[src/rtl/pos_pkg.sv]
// ----------------------------------------------------------------------------
// pos_pkg : shared types and defaults for the position update controller
// Rev 1.0
// ----------------------------------------------------------------------------
`default_nettype none

package pos_pkg;

   typedef enum logic [1:0] {
      S_IDLE    = 2'd0,
      S_PAYLOAD = 2'd1,
      S_CHECK   = 2'd2,
      S_COMMIT  = 2'd3
   } pos_state_t;

   localparam logic [7:0] SYNC_BYTE_DEF = 8'hA5;

   // Field order matches the rendered word: y in [31:16], x in [15:0].
   typedef struct packed {
      logic [15:0] y;
      logic [15:0] x;
   } pos_t;

   function automatic logic [7:0] pos_xor4(input logic [31:0] w);
      return w[7:0] ^ w[15:8] ^ w[23:16] ^ w[31:24];
   endfunction

endpackage

`default_nettype wire

[src/rtl/pos_clamp.sv]
// ----------------------------------------------------------------------------
// pos_clamp : combinational unsigned saturation of one 16-bit coordinate
// Rev 1.0
// ----------------------------------------------------------------------------
`default_nettype none

module pos_clamp #(
   parameter logic [15:0] MAX = 16'hFFFF
) (
   input  logic [15:0] val_i,
   output logic [15:0] val_o
);

   assign val_o = (val_i > MAX) ? MAX : val_i;

endmodule

`default_nettype wire

[src/rtl/pos_update_ctrl.sv]
// ----------------------------------------------------------------------------
// pos_update_ctrl : assembles UART position packets, applies them at frame start
// Optional checksum byte enabled by defining POS_CHECKSUM_EN.   Rev 1.0
// ----------------------------------------------------------------------------
`default_nettype none

module pos_update_ctrl
   import pos_pkg::*;
#(
   parameter logic [7:0]  SYNC_BYTE      = SYNC_BYTE_DEF,
   parameter int unsigned TIMEOUT_CYCLES = 2_000_000,
   parameter logic [15:0] X_MAX          = 16'd440,
   parameter logic [15:0] Y_MAX          = 16'd330,
   parameter logic [15:0] INIT_X         = 16'd0,
   parameter logic [15:0] INIT_Y         = 16'd0
) (
   input  logic        clk_pix,
   input  logic        rst_n,
   input  logic        rx_valid,
   input  logic [7:0]  rx_data,
   input  logic        frame_start,
   output logic [31:0] uart_buf,
   output logic        pending,
   output logic        update,
   output logic        pkt_err
);

   localparam logic [21:0] TMO_LAST = 22'(TIMEOUT_CYCLES - 1);

   pos_state_t  state_q, state_d;
   logic [1:0]  idx_q, idx_d;
   logic [21:0] tmo_q, tmo_d;
   logic [31:0] stage_q, stage_d;
   pos_t        pend_q, pend_d;
   pos_t        buf_q, buf_d;
   logic        pending_q, pending_d;
   logic        update_q, update_d;
   logic        err_q, err_d;

   logic [15:0] x_clamped;
   logic [15:0] y_clamped;
   logic        commit;
   logic        apply;
   logic        in_packet;

   pos_clamp #(.MAX(X_MAX)) u_clamp_x (.val_i(stage_q[15:0]),  .val_o(x_clamped));
   pos_clamp #(.MAX(Y_MAX)) u_clamp_y (.val_i(stage_q[31:16]), .val_o(y_clamped));

   assign commit    = (state_q == S_COMMIT);
   assign apply     = frame_start && pending_q;
   assign in_packet = (state_q == S_PAYLOAD) || (state_q == S_CHECK);

   always_comb begin
      state_d   = state_q;
      idx_d     = idx_q;
      stage_d   = stage_q;
      pend_d    = pend_q;
      buf_d     = buf_q;
      pending_d = pending_q;
      err_d     = 1'b0;
      update_d  = apply;
      tmo_d     = (rx_valid || !in_packet) ? 22'd0 : tmo_q + 22'd1;

      case (state_q)
         // COMMIT behaves like IDLE for byte handling so a back-to-back sync is not lost.
         S_IDLE, S_COMMIT: begin
            state_d = S_IDLE;
            if (rx_valid && (rx_data == SYNC_BYTE)) begin
               state_d = S_PAYLOAD;
               idx_d   = 2'd0;
            end
         end
         S_PAYLOAD: begin
            if (rx_valid) begin
               stage_d[{idx_q, 3'b000} +: 8] = rx_data;
               idx_d = idx_q + 2'd1;
               if (idx_q == 2'd3) begin
`ifdef POS_CHECKSUM_EN
                  state_d = S_CHECK;
`else
                  state_d = S_COMMIT;
`endif
               end
            end else if (tmo_q == TMO_LAST) begin
               err_d   = 1'b1;
               state_d = S_IDLE;
            end
         end
`ifdef POS_CHECKSUM_EN
         S_CHECK: begin
            if (rx_valid) begin
               if (rx_data == pos_xor4(stage_q)) begin
                  state_d = S_COMMIT;
               end else begin
                  err_d   = 1'b1;
                  state_d = S_IDLE;
               end
            end else if (tmo_q == TMO_LAST) begin
               err_d   = 1'b1;
               state_d = S_IDLE;
            end
         end
`endif
         default: state_d = S_IDLE;
      endcase

      // Apply reads the old pending value; a coincident commit re-arms pending.
      if (apply) begin
         buf_d     = pend_q;
         pending_d = 1'b0;
      end
      if (commit) begin
         pend_d    = '{y: y_clamped, x: x_clamped};
         pending_d = 1'b1;
      end
   end

   always_ff @(posedge clk_pix or negedge rst_n) begin
      if (!rst_n) begin
         state_q   <= S_IDLE;
         idx_q     <= 2'd0;
         tmo_q     <= 22'd0;
         stage_q   <= 32'd0;
         pend_q    <= '0;
         buf_q     <= '{y: INIT_Y, x: INIT_X};
         pending_q <= 1'b0;
         update_q  <= 1'b0;
         err_q     <= 1'b0;
      end else begin
         state_q   <= state_d;
         idx_q     <= idx_d;
         tmo_q     <= tmo_d;
         stage_q   <= stage_d;
         pend_q    <= pend_d;
         buf_q     <= buf_d;
         pending_q <= pending_d;
         update_q  <= update_d;
         err_q     <= err_d;
      end
   end

   assign uart_buf = buf_q;
   assign pending  = pending_q;
   assign update   = update_q;
   assign pkt_err  = err_q;

endmodule

`default_nettype wire
[config.mk]
export PLATFORM = sky130hd
export DESIGN_NAME = pos_update_ctrl
export DESIGN_NICKNAME = d
export VERILOG_FILES = /design/src/rtl/pos_pkg.sv /design/src/rtl/pos_clamp.sv /design/src/rtl/pos_update_ctrl.sv
export SDC_FILE = /design/constraint.sdc
export NUM_CORES = 1
export LEC_CHECK = 0
export CORE_UTILIZATION = 53
export DETAILED_ROUTE_END_ITERATION = 7
export PLACE_DENSITY = 0.75
export SLEW_MARGIN = 0
export SYNTH_ARGS = -nofsm -noshare
export SYNTH_HDL_FRONTEND = slang
export SYNTH_SLANG_ARGS = --single-unit
[constraint.sdc]
create_clock -name clk_pix -period 2.5 [get_ports clk_pix]
set_input_delay 0.375 -clock clk_pix [delete_from_list [all_inputs] [get_ports clk_pix]]
set_output_delay 0.375 -clock clk_pix [all_outputs]
set_load 0.005 [all_outputs]
==> results of run 1 <==
==> logic make-up (layout without fill, tap and decap cells) <==
logic type | count (synthesis) | count (layout) | share of synthesized area (%)
AO/OA/AOI/OAI | 81 | 81 | 12.9
AND/OR/NAND/NOR | 103 | 103 | 12.1
buffers and inverters | 21 | 104 | 1.60
adder cells (fa/ha/maj) | 9 | 9 | 2.22
XOR/XNOR | 12 | 12 | 2.07
multiplexers | 34 | 34 | 7.50
flip-flops | 125 | 125 | 61.7
==> worst min path at each step <==
stage | cells past startpoint | slack [ps] | start | end
after floorplan | 0 | 80 | rst_n | idx_q[0]$_DFFE_PN0P_
after global placement | 1 | 420 | rst_n | pend_q[25]$_DFFE_PN0P_
after detailed placement | 1 | 420 | rst_n | uart_buf[28]$_DFFE_PN0P_
after CTS | 2 | 430 | rst_n | uart_buf[28]$_DFFE_PN0P_
after global routing | 2 | 450 | rst_n | pend_q[25]$_DFFE_PN0P_
final | 2 | 430 | rst_n | pend_q[25]$_DFFE_PN0P_
==> flip-flops by register name, summed over array words and instances (netlist names) <==
| signal | count |
|---|---|
| pkt_err | 1 |
| idx_q | 2 |
| tmo_q | 22 |
| pend_q | 32 |
| uart_buf | 32 |
| pending | 1 |
| state_q | 2 |
| stage_q | 32 |
| update | 1 |
==> power breakdown <==
part           internal [µW]  switching (µW)
clock                   1700             917
sequential              2040            13.6
combinational           62.3             102
total                   3800            1030
==> routing by layer <==
layer / share of wire [%] / wire [µm] / global-route usage, % / vias up
met2: 50 / 4910 / 35.7 / 78
met4: 1.1 / 112 / 6.90 / 0
met3: 3.7 / 368 / 5.50 / 17
met5: 0 / 0 / 0 / -
li1: - / - / - / 1571
met1: 45 / 4490 / 29.6 / 1718
==> through the flow <==
step / std cells / power (µW) / setup WS [ps] / instance area [µm²]
after floorplan: 385 / 2150 / 729 / 5070
after global placement: 564 / 2250 / 195 / 5780
after detailed placement: 564 / 2250 / 134 / 5780
after CTS: 597 / 4880 / 614 / 6430
after global routing: 597 / 5000 / 368 / 6430
final: 597 / 4830 / 582 / 6430
==> placed cells by master (no fill, tap or decap), types with 5 or more instances in the layout <==
cell type        count
a31oi_1              5
clkbuf_16           16
xnor2_1              7
inv_1               10
mux2_2              32
nand2_1             13
dfrtp_1            125
clkdlybuf4s50_1     45
a21oi_1              6
nand3_1             10
xor2_1               5
o22a_1               8
nor2_1              20
a22o_1              40
nor2b_1             16
o21ai_0              6
ha_1                 9
inv_6                5
buf_4               13
nor4_1               7
==> final cells by class <==
cell class	instances	share of cell area, %
Clock inverter	13	3.11
Timing Repair Buffer	61	9.29
Tap cell	129	2.51
Multi-Input combinational cell	239	29.0
Sequential cell	125	48.6
Inverter	11	0.642
Clock buffer	19	6.86
==> timing repair <==
| action | 4_1_cts | 5_1_grt |
|---|---|---|
| hold buffers | 1 | 0 |
| resized for setup | 0 | 0 |
| hold endpoints to repair | 46 | 0 |
==> impl_metrics.py, run 1 <==
metrics = {
    "synthesis": {
        "seq_area_frac_synth_pct": 61.7,
        "yosysMostFrequentCell": "dfrtp_1",
        "synth_seq_cells": 125,
        "async_reset_ff_share_pct": 100,
        "ys.warnings.count": 0,
        "number_of_enable_type_register_cells_in_the_synthesized_netlist": 0,
        "post-synth-top-area-cell": "dfrtp_1",
        "postSynthCellCount": 385,
        "synth.top_cell.area_share_pct": 61.7,
        "postSynthAreaPerCell_um2": 13.2,
        "leading_register_cell_type_out_of_synthesis": "dfrtp_1",
        "synth.top_cells.by_count": "dfrtp_1 (125), a22o_1 (40), mux2_2 (32)",
        "synth_area_leaders": "dfrtp_1 (62%), mux2_2 (7.1%), a22o_1 (6.9%)",
        "count_of_distinct_cell_types_in_the_synthesized_netlist": 49,
        "synth_area_um2": 5070,
        "synthesis.nets": 406,
    },
    "cells_and_area": {
        "num-fill-cells": 658,
        "nets": 476,
        "layout-area-overhead-vs-synth_pct": 26.8,
        "multi_input_area_um2": 1860,
        "num_antenna_cells": 0,
        "layout.area.seq_um2": 3130,
        "drive_gt1_share_pct": 20.5,
        "final_core_utilization_pct": 69.6,
    },
    "job": {
        "timing.max_cap.violations": 0,
    },
    "placement": {
        "place.gp.congestion": 0.853,
        "hpwl_mm": 6.65,
        "io_buffers": 46,
    },
    "route": {
        "dr.pass1.iters": 4,
        "postRouteWirelength_mm": 9.88,
        "routedWlPerCell_um": 16.6,
        "detailroute.via_count": 3384,
        "detail_route.iter0.violations": 181,
        "detail_route.drc_violations": 0,
        "vias_per_cell": 5.67,
        "ant_nets": 0,
    },
    "power": {
        "pwr_density_cell_nw_per_um2": 751,
        "power_leakage_uw": 0.00307,
        "max-vdd-ir-drop_uv": 516,
    },
    "clock_network": {
        "cts-buffers-inserted": 17,
        "htreeDepth": 4,
        "clockRootBuffer": "clkbuf_8",
        "clk_path_buf_depth": 2,
        "clock_sink_count": 125,
        "insertion_delay_ps": 500,
        "postCtsSetupRepairBufs": 0,
        "worst_setup_hold_path_clk_slew_ps": 60,
        "clock_tree_from_tritoncts": "done",
    },
    "floorplan": {
        "floorplan.core_area_um2": 9240,
        "chipHeight_um": 99.8,
        "initial_core_util_pct": 54.9,
        "dieArea_um2": 9970,
        "io-pin-count": 47,
        "floorplan.die.width_um": 99.8,
        "rows": 35,
    },
    "timing": {
        "final.period_utilization_pct": 76.7,
        "worstMarginPinSlew_ps": 589,
        "timing.final.max_slew_violations": 0,
        "setup_viol_count_final": 0,
        "max_clock_freq_ghz": 0.522,
        "fin_hold_ws_ps": 425,
        "skew_ps": 5.96,
        "max_slew_margin_pct": 60.2,
        "final_hold_viol_count": 0,
        "rsz0062_at_grt": "no",
        "finalCriticalPeriod_ps": 1920,
        "setup_total_negative_slack_ps": 0,
    },
    "setup_path": {
        "worstPathBufferInverterCount": 1,
        "crit_path_top_delay_cell": "nor4bb_1",
        "crit_path_end_kind": "flip-flop",
        "criticalPathCategory": "in2reg",
        "setup.worst_path.end": "state_q[0]$_DFFE_PN0P_",
        "timing.critical_path.required_ps": 2910,
        "timing.critical_path.max_delay_family": "simple AND/OR/NAND/NOR gates",
        "reg2reg_depth": 7,
        "critical_path_cell_count": 5,
        "critical_path.cell_chain": "clkdlybuf4s50_1 > nor4bb_1 > a31oi_1 > or3b_2 > mux2i_1",
        "worst_ep_arrival_time_ps": 2330,
        "crit_path_start": "rx_data[6]",
        "rrSetupSlack_ps": 610,
        "critPathMaxFanout": 5,
        "worst_r2r_dst": "stage_q[10]$_DFFE_PN0P_",
        "reg2reg_from": "state_q[1]$_DFFE_PN0P_",
        "worst_path_largest_cell_delay_ps": 600,
        "critPathLaunchType": "input pin",
    },
    "global_routing": {
        "grt_pass1_wl_mm": 16.9,
        "grt_max_degree": 49,
        "first_global_vias": 3413,
        "antenna_violations_before_repair": 0,
        "grt_usage_pct": 22.1,
        "grt_remaining_overflow": 0,
    },
    "status": {
        "status": "finished clean",
    },
    "min_path": {
        "min_path_type": "in2async",
    },
}
Note: power is estimated with default switching activity, not from simulation.
==> run 2: changes to the inputs <==
CORE_UTILIZATION = 51   (was 53)
clock period = 1.55 ns   (was 2.5 ns; I/O delays follow)
==> impl_metrics.py, run 2 (synthesis results as in run 1) <==
metrics = {
    "timing": {
        "setup_total_negative_slack_ps": -1790,
        "max_clock_freq_ghz": 0.606,
        "fin_hold_ws_ps": 257,
        "final_hold_viol_count": 0,
        "timing.final.max_slew_violations": 0,
        "rsz0062_at_grt": "yes",
        "finalCriticalPeriod_ps": 1650,
        "setup_viol_count_final": 44,
        "max_slew_margin_pct": 73.6,
        "skew_ps": 6.92,
        "worstMarginPinSlew_ps": 391,
        "final.period_utilization_pct": 107,
        "worst_slack_ps": -101,
    },
    "cells_and_area": {
        "drive_gt1_share_pct": 36.7,
        "multi_input_area_um2": 2140,
        "final_core_utilization_pct": 73.9,
        "most-common-layout-cells": "dfrtp_1 (123), buf_4 (76), a22o_1 (40), dlygate4sd2_1 (35), mux2_2 (32)",
        "layout.cells.most_common": "dfrtp_1",
        "num-fill-cells": 633,
        "num_antenna_cells": 0,
        "design_area_um2": 7190,
        "layout.area.seq_um2": 3130,
        "nets": 548,
        "layout-area-overhead-vs-synth_pct": 41.8,
    },
    "clock_network": {
        "clock_tree_from_tritoncts": "done",
        "clk_path_buf_depth": 2,
        "insertion_delay_ps": 510,
        "htreeDepth": 4,
        "clockRootBuffer": "clkbuf_8",
        "cts-buffers-inserted": 17,
        "clock_sink_count": 125,
        "worst_setup_hold_path_clk_slew_ps": 60,
    },
    "route": {
        "detail_route.drc_violations": 0,
        "routedWlPerCell_um": 17.8,
        "vias_per_cell": 5.61,
        "detailroute.via_count": 3773,
        "detail_route.iter0.violations": 171,
        "postRouteWirelength_mm": 12.0,
        "dr.pass1.iters": 4,
        "ant_nets": 0,
    },
    "global_routing": {
        "first_global_vias": 3736,
        "grt_max_degree": 78,
        "grt_remaining_overflow": 0,
        "grt_pass1_wl_mm": 18.3,
        "antenna_violations_before_repair": 0,
        "grt_usage_pct": 23.6,
    },
    "setup_path": {
        "crit_path_end_kind": "flip-flop",
        "worst_ep_arrival_time_ps": 2050,
        "worst_path_largest_cell_delay_ps": 530,
        "crit_path_top_delay_cell": "or4_4",
        "critPathLaunchType": "flip-flop",
        "timing.critical_path.required_ps": 1950,
        "criticalPathCategory": "reg2reg",
        "critical_path.cell_chain": "or4_4 > nor4_4 > o211ai_1 > o22a_1",
        "critPathMaxFanout": 3,
    },
    "power": {
        "pwr-share-comb_pct": 5.4,
        "power.share.switching_pct": 22.7,
        "max-vdd-ir-drop_uv": 586,
        "power_leakage_uw": 0.00366,
        "switchingPower_uw": 1710,
        "pwr_density_cell_nw_per_um2": 1040,
        "clockPowerShare_pct": 50.6,
        "power.sequential.fraction_pct": 44.0,
        "internal-power_uw": 5800,
    },
    "min_path": {
        "min_path_type": "in2async",
    },
    "floorplan": {
        "floorplan.core_area_um2": 9730,
        "io-pin-count": 47,
        "initial_core_util_pct": 52.1,
        "rows": 36,
        "floorplan.die.width_um": 102,
        "chipHeight_um": 102,
        "dieArea_um2": 10400,
    },
    "placement": {
        "post-place-ws_ps": -354,
        "hpwl_mm": 7.13,
        "io_buffers": 46,
        "post_dp_cell_area_um2": 6260,
        "place.gp.congestion": 0.877,
    },
    "job": {
        "timing.max_cap.violations": 0,
    },
    "status": {
        "status": "finished with violations",
        "violations_in_the_final_reports": "negative setup slack",
    },
}
-- run 2: changes by cell type in the layout (fill, tap and decap cells not counted), moves of 4 or more --
cell             delta
dlygate4sd2_1      +35
nor4_1              -5
ha_1                -6
ha_4                +4
nor4b_4             +4
nand2_4             +4
buf_6               +8
buf_4              +63
nor4_4              +4
clkinvlp_4          +4
clkdlybuf4s50_1    -35
-- run 2: power by group through the flow --
stage | clock [µW] | combinational [µW] | sequential [µW]
after floorplan | 0 | 143 | 3370
after global placement | 0 | 348 | 3360
after detailed placement | 0 | 360 | 3360
after CTS | 3840 | 381 | 3300
after global routing | 4010 | 432 | 3300
final | 3800 | 402 | 3300
-- run 2: final timing paths --
kind	from	to	slack, ps	depth (start not counted)
worst max-delay path	stage_q[26]$_DFFE_PN0P_	pend_q[22]$_DFFE_PN0P_	-100	4
worst min-delay path	rst_n	uart_buf[0]$_DFFE_PN0P_	260	3
worst max register to register	stage_q[26]$_DFFE_PN0P_	pend_q[22]$_DFFE_PN0P_	-100	4
worst min register to register	pend_q[17]$_DFFE_PN0P_	pend_q[17]$_DFFE_PN0P_	500	1
max in group asynchronous	rst_n	uart_buf[10]$_DFFE_PN0P_	930	3
min in group clk_pix	frame_start	pending$_DFFE_PN0P_	330	2
-- run 2: area by class of cell --
type	instances	share of cell area, %
clock inverters	13	1.95
multi-input cells	239	29.8
inverters	11	0.591
repair buffers	133	15.8
clock buffers	19	6.00
flip-flops and latches	125	43.5
well taps	133	2.31
-- run 2: worst max-delay path, delay by kind of cell (launching register included) --
kind	cells	cell delay, ps
and+or+nand+nor	2	740
AOI/OAI and AO/OA	2	410
DFF	1	390
-- run 2: metal layers --
metal	vias up	wire length [µm]	global-route usage, %
met1	1961	4940	28.1
met2	80	6410	40.5
li1	1710	-	-
met3	22	379	6.42
met5	-	0	0
met4	0	264	9.92
-- run 2: per-stage QoR --
| step | std cells | total power (µW) |
|---|---|---|
| finish | 673 | 7500 |
| global route | 673 | 7750 |
| CTS | 663 | 7520 |
| detailed placement | 619 | 3720 |
| global placement | 619 | 3710 |
| floorplan | 385 | 3510 |
-- run 2: timing repair --
item                       4_1_cts  5_1_grt
hold endpoints to repair       125        0
hold buffers                     1        0
setup buffers                   11       10
pin swaps                       37       32
setup endpoints to repair      105       54
gates resized for setup         55       28
==> run 3: changes to the inputs <==
CORE_UTILIZATION = 45   (was 51)
PLACE_DENSITY = 0.68   (was 0.75)
==> impl_metrics.py, run 3 (synthesis results as in run 1) <==
metrics = {
    "route": {
        "routedWlPerCell_um": 16.6,
        "detail_route.iter0.violations": 197,
        "detail_route.drc_violations": 0,
        "vias_per_cell": 5.33,
        "dr.pass1.iters": 4,
        "ant_nets": 0,
        "detailroute.via_count": 3600,
        "postRouteWirelength_mm": 11.2,
    },
    "cells_and_area": {
        "design_area_um2": 7300,
        "num_antenna_cells": 0,
        "layout.cells.most_common": "dfrtp_1",
        "most-common-layout-cells": "dfrtp_1 (122), buf_4 (69), a22o_1 (40), clkdlybuf4s50_1 (39), mux2_2 (32)",
        "multi_input_area_um2": 2140,
        "num-fill-cells": 787,
        "nets": 543,
        "layout-area-overhead-vs-synth_pct": 43.9,
        "layout.area.seq_um2": 3130,
        "drive_gt1_share_pct": 36.8,
    },
    "timing": {
        "fin_hold_ws_ps": 294,
        "max_slew_margin_pct": 70.5,
        "skew_ps": 11.3,
        "final_hold_viol_count": 0,
        "timing.final.max_slew_violations": 0,
        "final.period_utilization_pct": 106,
        "finalCriticalPeriod_ps": 1650,
        "worstMarginPinSlew_ps": 437,
        "rsz0062_at_grt": "yes",
        "setup_viol_count_final": 11,
        "worst_slack_ps": -96.6,
        "max_clock_freq_ghz": 0.607,
    },
    "global_routing": {
        "grt_max_degree": 39,
        "grt_remaining_overflow": 0,
        "antenna_violations_before_repair": 0,
        "first_global_vias": 3689,
        "grt_pass1_wl_mm": 18.7,
        "grt_usage_pct": 21.1,
    },
    "setup_path": {
        "worst_r2r_dst": "pend_q[19]$_DFFE_PN0P_",
        "worst_ep_arrival_time_ps": 1940,
        "critPathLaunchType": "flip-flop",
        "crit_path_end_kind": "flip-flop",
        "reg2reg_depth": 4,
        "reg2reg_from": "stage_q[25]$_DFFE_PN0P_",
        "criticalPathCategory": "reg2reg",
        "crit_path_top_delay_cell": "or4_4",
        "critPathMaxFanout": 3,
        "worst_path_largest_cell_delay_ps": 550,
        "timing.critical_path.required_ps": 1850,
        "rrSetupSlack_ps": -100,
        "critical_path.cell_chain": "or4_4 > nor4_4 > o211ai_1 > o22a_1",
    },
    "clock_network": {
        "clk_path_buf_depth": 2,
        "cts-buffers-inserted": 17,
        "insertion_delay_ps": 410,
        "clock_tree_from_tritoncts": "done",
        "clockRootBuffer": "clkbuf_16",
        "worst_setup_hold_path_clk_slew_ps": 60,
        "htreeDepth": 4,
        "clock_sink_count": 125,
    },
    "job": {
        "timing.max_cap.violations": 0,
    },
    "power": {
        "power.sequential.fraction_pct": 41.9,
        "internal-power_uw": 6280,
        "pwr-share-comb_pct": 4.9,
        "switchingPower_uw": 1620,
        "power.share.switching_pct": 20.5,
        "pwr_density_cell_nw_per_um2": 1080,
        "clockPowerShare_pct": 53.2,
        "power_leakage_uw": 0.00361,
        "max-vdd-ir-drop_uv": 817,
    },
    "placement": {
        "place.gp.congestion": 0.821,
        "post_dp_cell_area_um2": 6280,
        "hpwl_mm": 7.43,
        "io_buffers": 46,
    },
    "floorplan": {
        "floorplan.core_area_um2": 10900,
        "rows": 38,
        "dieArea_um2": 11700,
        "initial_core_util_pct": 46.4,
        "floorplan.die.width_um": 108,
        "chipHeight_um": 108,
        "io-pin-count": 47,
    },
    "min_path": {
        "min_path_type": "in2async",
    },
    "status": {
        "violations_in_the_final_reports": "negative setup slack",
        "status": "finished with violations",
    },
}
run 3: changes by cell type in the layout (fill, tap and decap cells not counted), sizes merged, moves of 3 or more:
cell	previous run	this run
dlymetal6s2s	0	6
buf	87	82
clkdlybuf4s50	10	39
clkbuf	19	22
dlygate4sd2	35	0
run 3: worst max-delay path: cells and delay by family (launching register included):
kind / cells / cell delay (ps)
and+or+nand+nor: 2 / 760
DFF: 1 / 380
AOI/OAI and AO/OA: 2 / 400
run 3: worst max path at each step:
stage | from | endpoint | slack (ps) | cells after the start
after floorplan | state_q[1]$_DFFE_PN0P_ | stage_q[24]$_DFFE_PN0P_ | -80 | 7
after global placement | rx_data[0] | state_q[0]$_DFFE_PN0P_ | -360 | 5
after detailed placement | rx_data[0] | state_q[0]$_DFFE_PN0P_ | -450 | 5
after CTS | stage_q[25]$_DFFE_PN0P_ | pend_q[17]$_DFFE_PN0P_ | -150 | 4
after global routing | stage_q[25]$_DFFE_PN0P_ | pend_q[17]$_DFFE_PN0P_ | -220 | 4
final | stage_q[25]$_DFFE_PN0P_ | pend_q[19]$_DFFE_PN0P_ | -100 | 4
run 3: cell type report:
cell class	instances	area share, %
Clock buffer	22	6.49
Sequential cell	125	42.9
Clock inverter	10	2.21
Tap cell	140	2.40
Inverter	11	0.582
Multi-Input combinational cell	239	29.3
Timing Repair Buffer	128	16.1
run 3: power groups by stage:
stage | sequential (µW) | combinational, µW | clock, µW
after floorplan | 3370 | 143 | 0
after global placement | 3360 | 339 | 0
after detailed placement | 3360 | 349 | 0
after CTS | 3310 | 383 | 4280
after global routing | 3310 | 426 | 4420
final | 3310 | 389 | 4190
run 3: metal layers:
| layer | wire length, µm | global-route usage (%) | vias to the layer above |
|---|---|---|---|
| met5 | 0 | 0 | - |
| met4 | 184 | 9.30 | 0 |
| met3 | 308 | 4.70 | 12 |
| met2 | 5710 | 33.8 | 66 |
| met1 | 5030 | 27.4 | 1812 |
| li1 | - | - | 1710 |
run 3: per-stage QoR:
stage	worst slack, ps	std cells	power, µW	util [%]	setup TNS, ps
finish	-96.6	675	7890	66.8	-565
global route	-217	675	8160	66.8	-2700
CTS	-147	665	7970	64.6	-1040
detailed placement	-449	626	3710	57.4	-8650
global placement	-359	626	3700	57.4	-6410
floorplan	-76.8	385	3510	-	-2310
run 3: timing repair:
action / 4_1_cts / 5_1_grt
buffers inserted: 6 / 10
hold buffers: 1 / 0
pin swaps: 17 / 30
hold endpoints to repair: 23 / 0
gates resized for setup: 20 / 39
endpoints found under the setup margin: 55 / 68
